`src/rtl/alu_port_arbiter.sv`:
```
// Round-robin arbiter sharing one combinational ALU between two requesters.
// The selected request drives the ALU; outputs land in a one-entry response slot.
module alu_port_arbiter #(
  parameter int DATA_WIDTH  = 32,
  parameter int OPC_WIDTH   = 5,
  parameter int SHAMT_WIDTH = 5
) (
  input  logic                   clock,
  input  logic                   reset,

  input  logic                   req0_valid,
  output logic                   req0_ready,
  input  logic [DATA_WIDTH-1:0]  req0_operandA,
  input  logic [DATA_WIDTH-1:0]  req0_operandB,
  input  logic [OPC_WIDTH-1:0]   req0_ALUopcode,
  input  logic [SHAMT_WIDTH-1:0] req0_shiftamt,

  input  logic                   req1_valid,
  output logic                   req1_ready,
  input  logic [DATA_WIDTH-1:0]  req1_operandA,
  input  logic [DATA_WIDTH-1:0]  req1_operandB,
  input  logic [OPC_WIDTH-1:0]   req1_ALUopcode,
  input  logic [SHAMT_WIDTH-1:0] req1_shiftamt,

  output logic [DATA_WIDTH-1:0]  alu_operandA,
  output logic [DATA_WIDTH-1:0]  alu_operandB,
  output logic [OPC_WIDTH-1:0]   alu_ALUopcode,
  output logic [SHAMT_WIDTH-1:0] alu_shiftamt,
  input  logic [DATA_WIDTH-1:0]  alu_result,
  input  logic                   alu_isNotEqual,
  input  logic                   alu_isLessThan,
  input  logic                   alu_overflow,

  output logic                   resp_valid,
  input  logic                   resp_ready,
  output logic                   resp_id,
  output logic [DATA_WIDTH-1:0]  resp_result,
  output logic                   resp_isNotEqual,
  output logic                   resp_isLessThan,
  output logic                   resp_overflow
);

  logic prio;
  logic grantValid;
  logic grantId;
  logic acceptOk;
  logic accept;

  // A lone requester always wins; prio only breaks ties.
  always_comb begin
    grantValid = req0_valid | req1_valid;
    grantId    = (req0_valid & req1_valid) ? prio : req1_valid;
    acceptOk   = ~resp_valid | resp_ready;
    req0_ready = acceptOk & grantValid & ~grantId & ~reset;
    req1_ready = acceptOk & grantValid & grantId & ~reset;
    accept     = (req0_valid & req0_ready) | (req1_valid & req1_ready);
  end

  // ALU is driven from the grant alone so the result is ready even under backpressure.
  always_comb begin
    alu_operandA  = '0;
    alu_operandB  = '0;
    alu_ALUopcode = '0;
    alu_shiftamt  = '0;
    if (grantValid) begin
      if (grantId) begin
        alu_operandA  = req1_operandA;
        alu_operandB  = req1_operandB;
        alu_ALUopcode = req1_ALUopcode;
        alu_shiftamt  = req1_shiftamt;
      end else begin
        alu_operandA  = req0_operandA;
        alu_operandB  = req0_operandB;
        alu_ALUopcode = req0_ALUopcode;
        alu_shiftamt  = req0_shiftamt;
      end
    end
  end

  // Accept overrides drain, so a simultaneous drain+accept leaves no bubble.
  always_ff @(posedge clock) begin
    if (reset) begin
      prio            <= 1'b0;
      resp_valid      <= 1'b0;
      resp_id         <= 1'b0;
      resp_result     <= '0;
      resp_isNotEqual <= 1'b0;
      resp_isLessThan <= 1'b0;
      resp_overflow   <= 1'b0;
    end else if (accept) begin
      prio            <= ~grantId;
      resp_valid      <= 1'b1;
      resp_id         <= grantId;
      resp_result     <= alu_result;
      resp_isNotEqual <= alu_isNotEqual;
      resp_isLessThan <= alu_isLessThan;
      resp_overflow   <= alu_overflow;
    end else if (resp_valid & resp_ready) begin
      resp_valid <= 1'b0;
    end
  end

endmodule

```
`config.mk`:
```
export PLATFORM = sky130hd
export DESIGN_NAME = alu_port_arbiter
export DESIGN_NICKNAME = d
export VERILOG_FILES = /design/src/rtl/alu_port_arbiter.sv
export SDC_FILE = /design/constraint.sdc
export NUM_CORES = 1
export LEC_CHECK = 0
export ABC_CLOCK_PERIOD_IN_PS = 1600
export BUFFER_PORTS_ARGS = -buffer_cell sky130_fd_sc_hd__buf_4
export CORE_AREA = 2 2 118 120
export CTS_BUF_LIST = sky130_fd_sc_hd__clkbuf_16
export DETAILED_ROUTE_END_ITERATION = 10
export DIE_AREA = 0 0 120 122
export GPL_TIMING_DRIVEN = 0
export HOLD_SLACK_MARGIN = 0.08
export PLACE_DENSITY = 0.55
export SYNTH_ARGS = -nofsm -noshare
export SYNTH_HDL_FRONTEND = slang
export SYNTH_SLANG_ARGS = --single-unit
export TNS_END_PERCENT = 100
```
`constraint.sdc`:
```
create_clock -name clock -period 1.6 [get_ports clock]
set_input_delay 0.4 -clock clock [delete_from_list [all_inputs] [get_ports clock]]
set_output_delay 0.4 -clock clock [all_outputs]
set_load 0.01 [all_outputs]
```
==> out/summary.log, run 1 <==
INFO  grt            grt_use_total=18.3%
INFO  drt            detail_route.first_pass.iterations=4
INFO  grt            initial_antenna_violation_count=0
INFO  worst_setup_path slowest_delay=0.35ns
INFO  die            fp.coreArea=13500um^2
INFO  worst_setup_path worst_path_most_repeated_cell=buf_12
INFO  timing         timing.max_slew.rel_slack=67.9%
INFO  worst_setup_path r2r_start=resp_valid
INFO  logic_synthesis postSynthRegisterBits=38
INFO  clock_network  ctsLongestPathBuffers=2
INFO  die            die-area=14600um^2
INFO  worst_setup_path critical-path-slowest-cell=dfxtp_4
INFO  logic_synthesis synth_simple_gate_area_share=22.1%
INFO  timing         rsz_0062_raised_after_global_routing=yes
INFO  pwr            power.internal=2580uW
INFO  final_layout   final_core_utilization=46.7%
INFO  logic_synthesis mappedNetlistArea=3050um^2
INFO  drt            antenna_violating_nets_post_route=0
INFO  placed_design  numPlacedInstances=901
INFO  worst_setup_path critPathKind=reg2out
INFO  logic_synthesis synth.yosys.warnings=0
INFO  drt            avgRoutedWirePerCell=15.4um
INFO  pwr            power.density=593nW/um^2
INFO  final_layout   most-common-layout-cells=buf_4, nand2_1, inv_1
INFO  final_layout   layout-drive-gt1-share=53.7%
INFO  min_path       min-delay-path-class=in2reg
INFO  final_layout   finish.net_count=924
INFO  min_path       worstHoldStart=reset
INFO  worst_setup_path critical_path.top_delay_family=buffers and inverters
INFO  logic_synthesis post_synth_main_area_contributors=dfxtp_1, mux2i_1, nand2_1, inv_1, o211ai_1
INFO  logic_synthesis synth.area.mux_share=24.3%
INFO  grt            wire_length_of_the_first_global_routing_pass=21400um
INFO  timing         fin_crit=1.95ns
INFO  placed_design  port-buffer-count=299
INFO  pwr            comb_power_share=46.5%
INFO  clock_network  tritoncts_num_sinks=38
INFO  drt            via_per_inst=4.49
INFO  timing         worst-slew-pin-transition=0.481ns
INFO  min_path       worstHoldEndpoint=resp_valid
INFO  die            die_w=120um
INFO  die            fp-row-count=43
INFO  pwr            seq_power_share=28.3%
INFO  grt            grt_max_degree=12
INFO  final_layout   areaGrowthSynthToFinish=107%
INFO  timing         fin_hold_ws=0.328ns
INFO  pwr            netSwitchingFraction=31.2%
INFO  logic_synthesis synth_xor_area_share=0%
INFO  grt            vias_in_the_first_global_route=4160
INFO  worst_setup_path timing.reg2reg.setup_slack=0.25ns
INFO  worst_setup_path critical_path.max_fanout=10
INFO  worst_setup_path timing.critical_path.to_type=primary output
INFO  placed_design  dp_hpwl=11600um
INFO  clock_network  clkLatencyLatePin=0.28ns
INFO  run            cap_viol_max_count=0
INFO  clock_network  number_of_h_tree_levels=2
INFO  timing         clock-skew-final=0.00484ns
INFO  logic_synthesis fraction_of_the_yosys_area_taken_by_sequential_cells=24.9%
INFO  pwr            power.total=3740uW
INFO  die            die-height=122um
INFO  logic_synthesis post_synthesis_net_count=610
INFO  logic_synthesis syn_inst=422
INFO  worst_setup_path r2r_cells=5
INFO  drt            num_vias=4112
INFO  drt            drt-total-wl=14100um
INFO  clock_network  cts_buffers=5
INFO  pwr            p_switching=1170uW
INFO  drt            drt_iter0_markers=121
INFO  worst_setup_path timing.critical_path.cells=o21ai_4 -> buf_12 -> buf_12 -> mux2i_2 -> buf_4
INFO  worst_setup_path crit_cells=5
INFO  outcome        run_status=finished with violations
INFO  die            initial_core_util=22.6%
INFO  die            boundaryPins=301
INFO  grt            global_route.overflow_total=0
INFO  logic_synthesis synth_area_leader_cell=dfxtp_1
INFO  logic_synthesis syn_area_per_cell=7.24um^2
INFO  placed_design  gp_congestion=0.946
INFO  worst_setup_path crit_buf_inv=3
INFO  timing         report.final.setup_viol=75
INFO  clock_network  cts.root.buffer_cell=clkbuf_16
INFO  timing         maxClockFrequency=512MHz
INFO  logic_synthesis synth_adder_area_share=0%
INFO  clock_network  cts_tree=done
INFO  pwr            share_clk_of_total_power=25.2%
INFO  outcome        violations=negative setup slack
INFO  logic_synthesis synth.lib_cells_used.distinct=23
INFO  final_layout   instances_no_fill=916
INFO  timing         timing.final.hold_violations=0
INFO  pwr            maximum_resistive_drop_on_vdd=374uV
INFO  timing         timing.final.crit_share=122%
INFO  logic_synthesis synth_top_family_by_area=multiplexers
INFO  timing         postLayoutSetupSlackWorst=-0.352ns
INFO  worst_setup_path cp_startpoint_kind=register
INFO  worst_setup_path timing.rr.end=resp_result[26]
INFO  logic_synthesis synth-compound-area-share=10.2%
INFO  worst_setup_path cp.arrival=1.55ns
INFO  logic_synthesis share_of_the_synthesized_area_in_the_top_cell_type=24.9%
INFO  final_layout   layout_commonest_cell=buf_4
INFO  clock_network  clkSlewWorstSetupHoldPaths=0.06ns
INFO  pwr            total_leakage_power=0.00344uW
INFO  drt            post-route-drc-count=0
INFO  final_layout   insertedDiodeCount=0
INFO  timing         final_max_tran_viols=0
INFO  worst_setup_path cp.required=1.20ns
INFO  min_path       worstHoldPathCells=2
==> synth_stat cells, drive strengths merged <==
cell    number
nand2      111
inv         76
mux2i       74
dfxtp       38
o211ai      36
nand4       35
buf         26
clkbuf      13
a21oi        3
o21ai        3
nor2         2
nor3         2
nand2b       1
nor2b        1
or2          1
==> flip-flops by register name, summed over array words and instances (netlist names) <==
signal and flops:
prio 1, resp_id 1, resp_isLessThan 1, resp_isNotEqual 1, resp_overflow 1, resp_result 32
resp_valid 1
==> metal layers <==
metal  global-route usage, %  wire length, um
met1                    21.1             5580
met2                    34.5             7380
met3                    3.98              918
met4                    4.26              233
met5                       0                0
==> power groups by stage <==
stage | Sequential (uW) | Combinational (uW) | Clock (uW)
after CTS | 1060 | 1770 | 963
after detailed placement | 1080 | 1630 | 0
after global placement | 1080 | 1610 | 0
after global routing | 1070 | 1860 | 1020
final | 1060 | 1740 | 942
after floorplan | 1110 | 749 | 0
==> final cells by class <==
cell class	instances	area, um^2
plain buffers	37	319
clock buffers	5	125
clock inverters	2	10.0
fillers	1313	7190
inverters	76	288
multi-input cells	269	2130
flip-flops and latches	38	766
well taps	180	225
repair buffers	309	2450
==> how the worst max path moves through the flow <==
stage                        to  startpoint
2_1_floorplan  alu_operandA[22]  req0_valid
3_3_place_gp    alu_operandA[9]  req0_valid
3_5_place_dp   alu_operandA[29]  req0_valid
4_1_cts        alu_operandA[29]        prio
5_1_grt         alu_operandB[6]        prio
6_report        alu_operandA[9]        prio
==> per-stage QoR <==
step	worst slack [ns]	setup TNS [ns]	instance area, um^2
after detailed placement	-0.414	-23.61	5880
after global placement	-0.412	-23.67	5880
final	-0.352	-20.99	6310
after floorplan	-0.126	-6.22	3410
after global routing	-0.397	-25.78	6310
after CTS	-0.421	-25.81	6340
==> timing repair <==
item                       in CTS  in global routing
resized for setup              49                 12
setup buffers                   9                  1
setup endpoints to repair      76                 76
cloned                          2                  0
hold buffers                    0                  0
pin swaps                       2                  1
==> cells by family after synthesis <==
kind of cell	Yosys count
multiplexers	74
AND/OR/NAND/NOR	153
buffers and inverters	115
AO/OA/AOI/OAI	42
flip-flops	38
Power figures use the tool's default switching activity.
==> run 2, diff against run 1 <==
- RECOVER_POWER: unset -> 25
==> out/summary.log, run 2 (synthesis results as in run 1) <==
INFO  timing         postLayoutSetupSlackWorst=-0.353ns [-0.00120 ns]
INFO  worst_setup_path worst_path_most_repeated_cell=buf_12
INFO  final_layout   final_design_area_no_fill=6240um^2 [-1.1%]
INFO  grt            grt_max_degree=12 [unchanged]
INFO  run            cap_viol_max_count=0 [unchanged]
INFO  die            die_w=120um [unchanged]
INFO  grt            vias_in_the_first_global_route=4160 [unchanged]
INFO  timing         clock-skew-final=0.00431ns [-0.000529 ns]
INFO  pwr            power.density=596nW/um^2 [+0.40%]
INFO  drt            antenna_violating_nets_post_route=0 [unchanged]
INFO  die            fp.coreArea=13500um^2 [unchanged]
INFO  clock_network  cts.root.buffer_cell=clkbuf_16
INFO  timing         timing.max_slew.rel_slack=67.7% [-0.24 points]
INFO  drt            drt-total-wl=14100um [-0.31%]
INFO  outcome        run_status=finished with violations
INFO  final_layout   final_core_utilization=46.2% [-0.50 points]
INFO  worst_setup_path critical_path.max_fanout=10 [unchanged]
INFO  timing         final_max_tran_viols=0 [unchanged]
INFO  clock_network  clkSlewWorstSetupHoldPaths=0.06ns [about the same]
INFO  final_layout   flip_flop_count_of_the_largest_register_all_copies_and_words_added=32 [unchanged]
INFO  worst_setup_path cp_startpoint_kind=register
INFO  placed_design  gp_congestion=0.946 [unchanged]
INFO  grt            wire_length_of_the_first_global_routing_pass=21400um [unchanged]
INFO  placed_design  placed_area=5880um^2 [unchanged]
INFO  final_layout   layout_commonest_cell=buf_4
INFO  timing         worst-slew-pin-transition=0.485ns [+0.00364 ns]
INFO  clock_network  cts_tree=done
INFO  timing         maxClockFrequency=512MHz [about the same]
INFO  timing         report.final.setup_viol=76 [+1.3%]
INFO  final_layout   most_flops_register=resp_result
INFO  outcome        violations=negative setup slack
INFO  worst_setup_path timing.critical_path.cells=o21ai_4 -> buf_12 -> buf_12 -> mux2i_2 -> buf_4
INFO  min_path       min-delay-path-class=in2reg
INFO  pwr            maximum_resistive_drop_on_vdd=372uV [-0.52%]
INFO  worst_setup_path slowest_delay=0.35ns [about the same]
INFO  final_layout   areaGrowthSynthToFinish=104%
INFO  clock_network  clkLatencyLatePin=0.28ns [about the same]
INFO  drt            drt_iter0_markers=107 [-12%]
INFO  clock_network  tritoncts_num_sinks=38 [unchanged]
INFO  grt            global_route.overflow_total=0 [unchanged]
INFO  clock_network  cts.hold.buffers_added=0 [unchanged]
INFO  clock_network  ctsLongestPathBuffers=2 [unchanged]
INFO  drt            post-route-drc-count=0 [unchanged]
INFO  final_layout   finish.net_count=924 [unchanged]
INFO  placed_design  dp_hpwl=11600um [unchanged]
INFO  final_layout   layout-drive-gt1-share=51.5% [-2.2 points]
INFO  worst_setup_path critPathKind=reg2out
INFO  worst_setup_path cp.required=1.20ns [about the same]
INFO  drt            detail_route.first_pass.iterations=4 [unchanged]
INFO  timing         fin_crit=1.95ns [+0.00120 ns]
INFO  worst_setup_path critical-path-slowest-cell=dfxtp_4
INFO  drt            via_per_inst=4.47 [-0.36%]
INFO  final_layout   insertedDiodeCount=0 [unchanged]
INFO  drt            avgRoutedWirePerCell=15.4um [-0.31%]
INFO  placed_design  port-buffer-count=299 [unchanged]
INFO  timing         timing.final.crit_share=122% [about the same]
INFO  worst_setup_path timing.critical_path.to_type=primary output
INFO  grt            grt_use_total=18.3% [unchanged]
INFO  drt            num_vias=4097 [-0.36%]
INFO  timing         timing.final.hold_violations=0 [unchanged]
INFO  pwr            total_leakage_power=0.00337uW [-1.8%]
INFO  die            die-area=14600um^2 [unchanged]
INFO  die            die-height=122um [unchanged]
INFO  die            boundaryPins=301 [unchanged]
INFO  clock_network  cts_buffers=5 [unchanged]
INFO  timing         rsz_0062_raised_after_global_routing=yes
INFO  final_layout   most-common-layout-cells=buf_4, nand2_1, inv_1
INFO  worst_setup_path cp.arrival=1.55ns [about the same]
INFO  die            fp-row-count=43 [unchanged]
INFO  clock_network  number_of_h_tree_levels=2 [unchanged]
INFO  die            initial_core_util=22.6% [unchanged]
INFO  timing         total_negative_setup_slack=-21.25ns [-0.259 ns]
INFO  grt            initial_antenna_violation_count=0 [unchanged]
[run 2: what timing repair did]
item,in CTS,in global routing
setup endpoints to repair,76,76
pin swaps,2,1
resized for setup,49,12
buffers inserted,9,1
cloned,2,0
[run 2: final timing paths]
| check | start | end | slack (ns) | depth (start not counted) |
|---|---|---|---|---|
| min | reset | resp_id | 0.34 | 2 |
| max | prio | alu_operandA[9] | -0.35 | 5 |
| max reg2reg | resp_valid | resp_result[3] | 0.06 | 5 |
| min reg2reg | resp_id | resp_id | 0.48 | 2 |
[run 2: power breakdown]
| part | internal [uW] | leakage, uW | switching [uW] |
|---|---|---|---|
| Clock | 562 | 0.0000694 | 381 |
| Sequential | 1020 | 0.000315 | 41.5 |
| Combinational | 973 | 0.00299 | 743 |
| Total | 2550 | 0.00337 | 1160 |
[run 2: routing by layer]
layer  up-vias  GRT usage, %  share of wire [%]
met2       176          34.5                 52
met3        24          3.98                6.6
met4         0          4.26                1.8
met5         -             0                  0
li1       2019             -                  -
met1      1878          21.1                 40
[run 2: worst max-delay path: cells and delay by family, from the launching register on]
family | cells | cell delay [ns]
AOI/OAI and AO/OA | 1 | 0.16
muxes | 1 | 0.25
buffers and inverters | 3 | 0.51
DFF | 1 | 0.35
[run 2: cell type report]
class / count / area [um^2]
Timing Repair Buffer: 309 / 2400
Tap cell: 180 / 225
Multi-Input combinational cell: 269 / 2120
Clock buffer: 5 / 125
Sequential cell: 38 / 764
Fill cell: 1333 / 7260
Buffer: 37 / 312
Inverter: 76 / 288
Clock inverter: 2 / 10.0
[run 2: through the flow]
step,power [uW],cells,hold slack (ns),worst slack (ns)
2_1_floorplan,1860,422,0.469,-0.126
3_3_place_gp,2690,901,0.463,-0.412
3_5_place_dp,2710,901,0.471,-0.414
4_1_cts,3790,918,0.322,-0.421
5_1_grt,3920,916,0.332,-0.397
6_report,3720,916,0.335,-0.353
==> run 3, diff against run 2 <==
- PLACE_DENSITY: 0.55 -> unset
- SLEW_MARGIN: unset -> 20
==> out/summary.log, run 3 (synthesis results as in run 1) <==
INFO  outcome        run_status=finished with violations
INFO  outcome        violations=negative setup slack
INFO  final_layout   final_design_area_no_fill=6360um^2 [+1.9%]
INFO  grt            initial_antenna_violation_count=0 [unchanged]
INFO  clock_network  tritoncts_num_sinks=38 [unchanged]
INFO  placed_design  gp_congestion=0.926 [-2.2%]
INFO  grt            wire_length_of_the_first_global_routing_pass=20900um [-2.4%]
INFO  worst_setup_path critical_path.max_fanout=5 [-5]
INFO  clock_network  clkLatencyLatePin=0.28ns [about the same]
INFO  drt            detail_route.first_pass.iterations=4 [unchanged]
INFO  drt            post-route-drc-count=0 [unchanged]
INFO  drt            drt_iter0_markers=201 [+88%]
INFO  grt            global_route.overflow_total=0 [unchanged]
INFO  placed_design  port-buffer-count=299 [unchanged]
INFO  clock_network  cts_buffers=5 [unchanged]
INFO  worst_setup_path critPathKind=reg2out
INFO  final_layout   flip_flop_count_of_the_largest_register_all_copies_and_words_added=32 [unchanged]
INFO  grt            grt_use_total=17.8% [-0.52 points]
INFO  pwr            comb_power_share=47.1% [+1.0 points]
INFO  worst_setup_path timing.critical_path.to_type=primary output
INFO  die            die_w=120um [unchanged]
INFO  die            initial_core_util=22.6% [unchanged]
INFO  final_layout   multi_input_area=2150um^2 [+1.4%]
INFO  timing         postLayoutSetupSlackWorst=-0.394ns [-0.0402 ns]
INFO  pwr            p_switching=1160uW [-0.79%]
INFO  grt            grt_max_degree=12 [unchanged]
INFO  drt            num_vias=4169 [+1.8%]
INFO  timing         final_max_tran_viols=0 [unchanged]
INFO  final_layout   insertedDiodeCount=0 [unchanged]
INFO  clock_network  cts_tree=done
INFO  die            fp.coreArea=13500um^2 [unchanged]
INFO  pwr            maximum_resistive_drop_on_vdd=425uV [+14%]
INFO  timing         rsz_0062_raised_after_global_routing=yes
INFO  pwr            power.internal=2580uW [+1.0%]
INFO  pwr            power.total=3740uW [+0.46%]
INFO  final_layout   areaGrowthSynthToFinish=108%
INFO  final_layout   layout_commonest_cell=buf_4
INFO  clock_network  ctsLongestPathBuffers=2 [unchanged]
INFO  final_layout   finish.net_count=928 [+0.43%]
INFO  timing         timing.final.crit_share=125% [+2.5 points]
INFO  pwr            total_leakage_power=0.00342uW [+1.4%]
INFO  pwr            share_clk_of_total_power=24.5% [-0.9 points]
INFO  min_path       min-delay-path-class=in2reg
INFO  clock_network  number_of_h_tree_levels=2 [unchanged]
INFO  final_layout   most_flops_register=resp_result
INFO  clock_network  cts.hold.buffers_added=0 [unchanged]
INFO  clock_network  cts.root.buffer_cell=clkbuf_16
INFO  worst_setup_path cp_startpoint_kind=register
INFO  placed_design  dp_hpwl=11300um [-2.2%]
INFO  placed_design  placed_area=5880um^2 [unchanged]
INFO  run            cap_viol_max_count=0 [unchanged]
INFO  clock_network  clkSlewWorstSetupHoldPaths=0.06ns [about the same]
INFO  final_layout   register_area=764um^2 [unchanged]
INFO  pwr            seq_power_share=28.4% [about the same]
INFO  die            die-height=122um [unchanged]
INFO  timing         maxClockFrequency=502MHz [-2.0%]
INFO  timing         timing.final.hold_violations=0 [unchanged]
INFO  die            die-area=14600um^2 [unchanged]
INFO  worst_setup_path cp.required=1.20ns [about the same]
INFO  final_layout   most-common-layout-cells=buf_4, nand2_1, inv_1
INFO  timing         clock-skew-final=0.00443ns [+0.000115 ns]
INFO  pwr            netSwitchingFraction=30.9% [-0.39 points]
INFO  drt            avgRoutedWirePerCell=15.2um [-1.2%]
INFO  drt            drt-total-wl=14000um [-0.79%]
INFO  worst_setup_path cp.arrival=1.59ns [+0.04 ns]
INFO  timing         report.final.setup_viol=76 [unchanged]
INFO  timing         worst-slew-pin-transition=0.515ns [+0.0299 ns]
INFO  drt            antenna_violating_nets_post_route=0 [unchanged]
INFO  grt            vias_in_the_first_global_route=4068 [-2.2%]
INFO  drt            via_per_inst=4.53 [+1.3%]
INFO  pwr            power.density=587nW/um^2 [-1.4%]
INFO  final_layout   layout-drive-gt1-share=51.5% [about the same]
INFO  die            fp-row-count=43 [unchanged]
INFO  timing         timing.max_slew.rel_slack=65.7% [-2.0 points]
INFO  final_layout   fill_cells=1307 [-2.0%]
INFO  final_layout   final_core_utilization=47.1% [+0.87 points]
INFO  die            boundaryPins=301 [unchanged]
INFO  timing         fin_crit=1.99ns [+0.0402 ns]
[run 3: what timing repair did]
| item | CTS | global route |
|---|---|---|
| buffers inserted | 9 | 2 |
| setup endpoints to repair | 76 | 76 |
| cloned | 1 | 2 |
| pin swaps | 2 | 1 |
| gates resized for setup | 50 | 18 |
[run 3: cell type report]
type                            instances  share of cell area (%)
Sequential cell                        38                    12.0
Clock buffer                            5                    1.97
Clock inverter                          2                   0.118
Buffer                                 37                    5.27
Multi-Input combinational cell        269                    33.8
Tap cell                              180                    3.54
Timing Repair Buffer                  313                    38.8
Inverter                               76                    4.52
[run 3: worst paths after layout]
kind	startpoint	end	slack (ns)	cells after the start
max	prio	alu_operandB[11]	-0.39	6
max reg2reg	resp_valid	resp_result[15]	0.25	5
min	alu_result[7]	resp_result[7]	0.34	3
min reg2reg	resp_id	resp_id	0.48	2
[run 3: stage by stage]
step / setup WS, ns / TNS (ns) / cells / hold WS (ns)
floorplan: -0.126 / -6.22 / 422 / 0.469
global placement: -0.425 / -24.35 / 901 / 0.468
detailed placement: -0.434 / -24.68 / 901 / 0.473
CTS: -0.444 / -27.88 / 916 / 0.336
global route: -0.428 / -27.88 / 920 / 0.344
finish: -0.394 / -23.91 / 920 / 0.339
[run 3: worst max-delay path: stages, from the launching register on]
cell     delay (ns)
dfxtp_4        0.35
o21ai_4        0.16
buf_4          0.15
buf_4          0.13
buf_12         0.14
mux2i_4        0.23
buf_4          0.15
[run 3: power by group through the flow]
| stage | clock, uW | combinational (uW) | sequential, uW |
|---|---|---|---|
| finish | 915 | 1760 | 1060 |
| floorplan | 0 | 749 | 1110 |
| detailed placement | 0 | 1630 | 1080 |
| global placement | 0 | 1600 | 1080 |
| CTS | 937 | 1750 | 1060 |
| global route | 978 | 1880 | 1070 |
[run 3: routing by layer]
layer  vias up  track usage (%)  share of wire (%)  routed length [um]
met1      1947             22.0                 40                5620
met3        19             4.54                7.4                1030
met2       178             31.4                 51                7080
met5         -                0                  0                   0
li1       2025                -                  -                   -
met4         0             3.38                1.6                 228
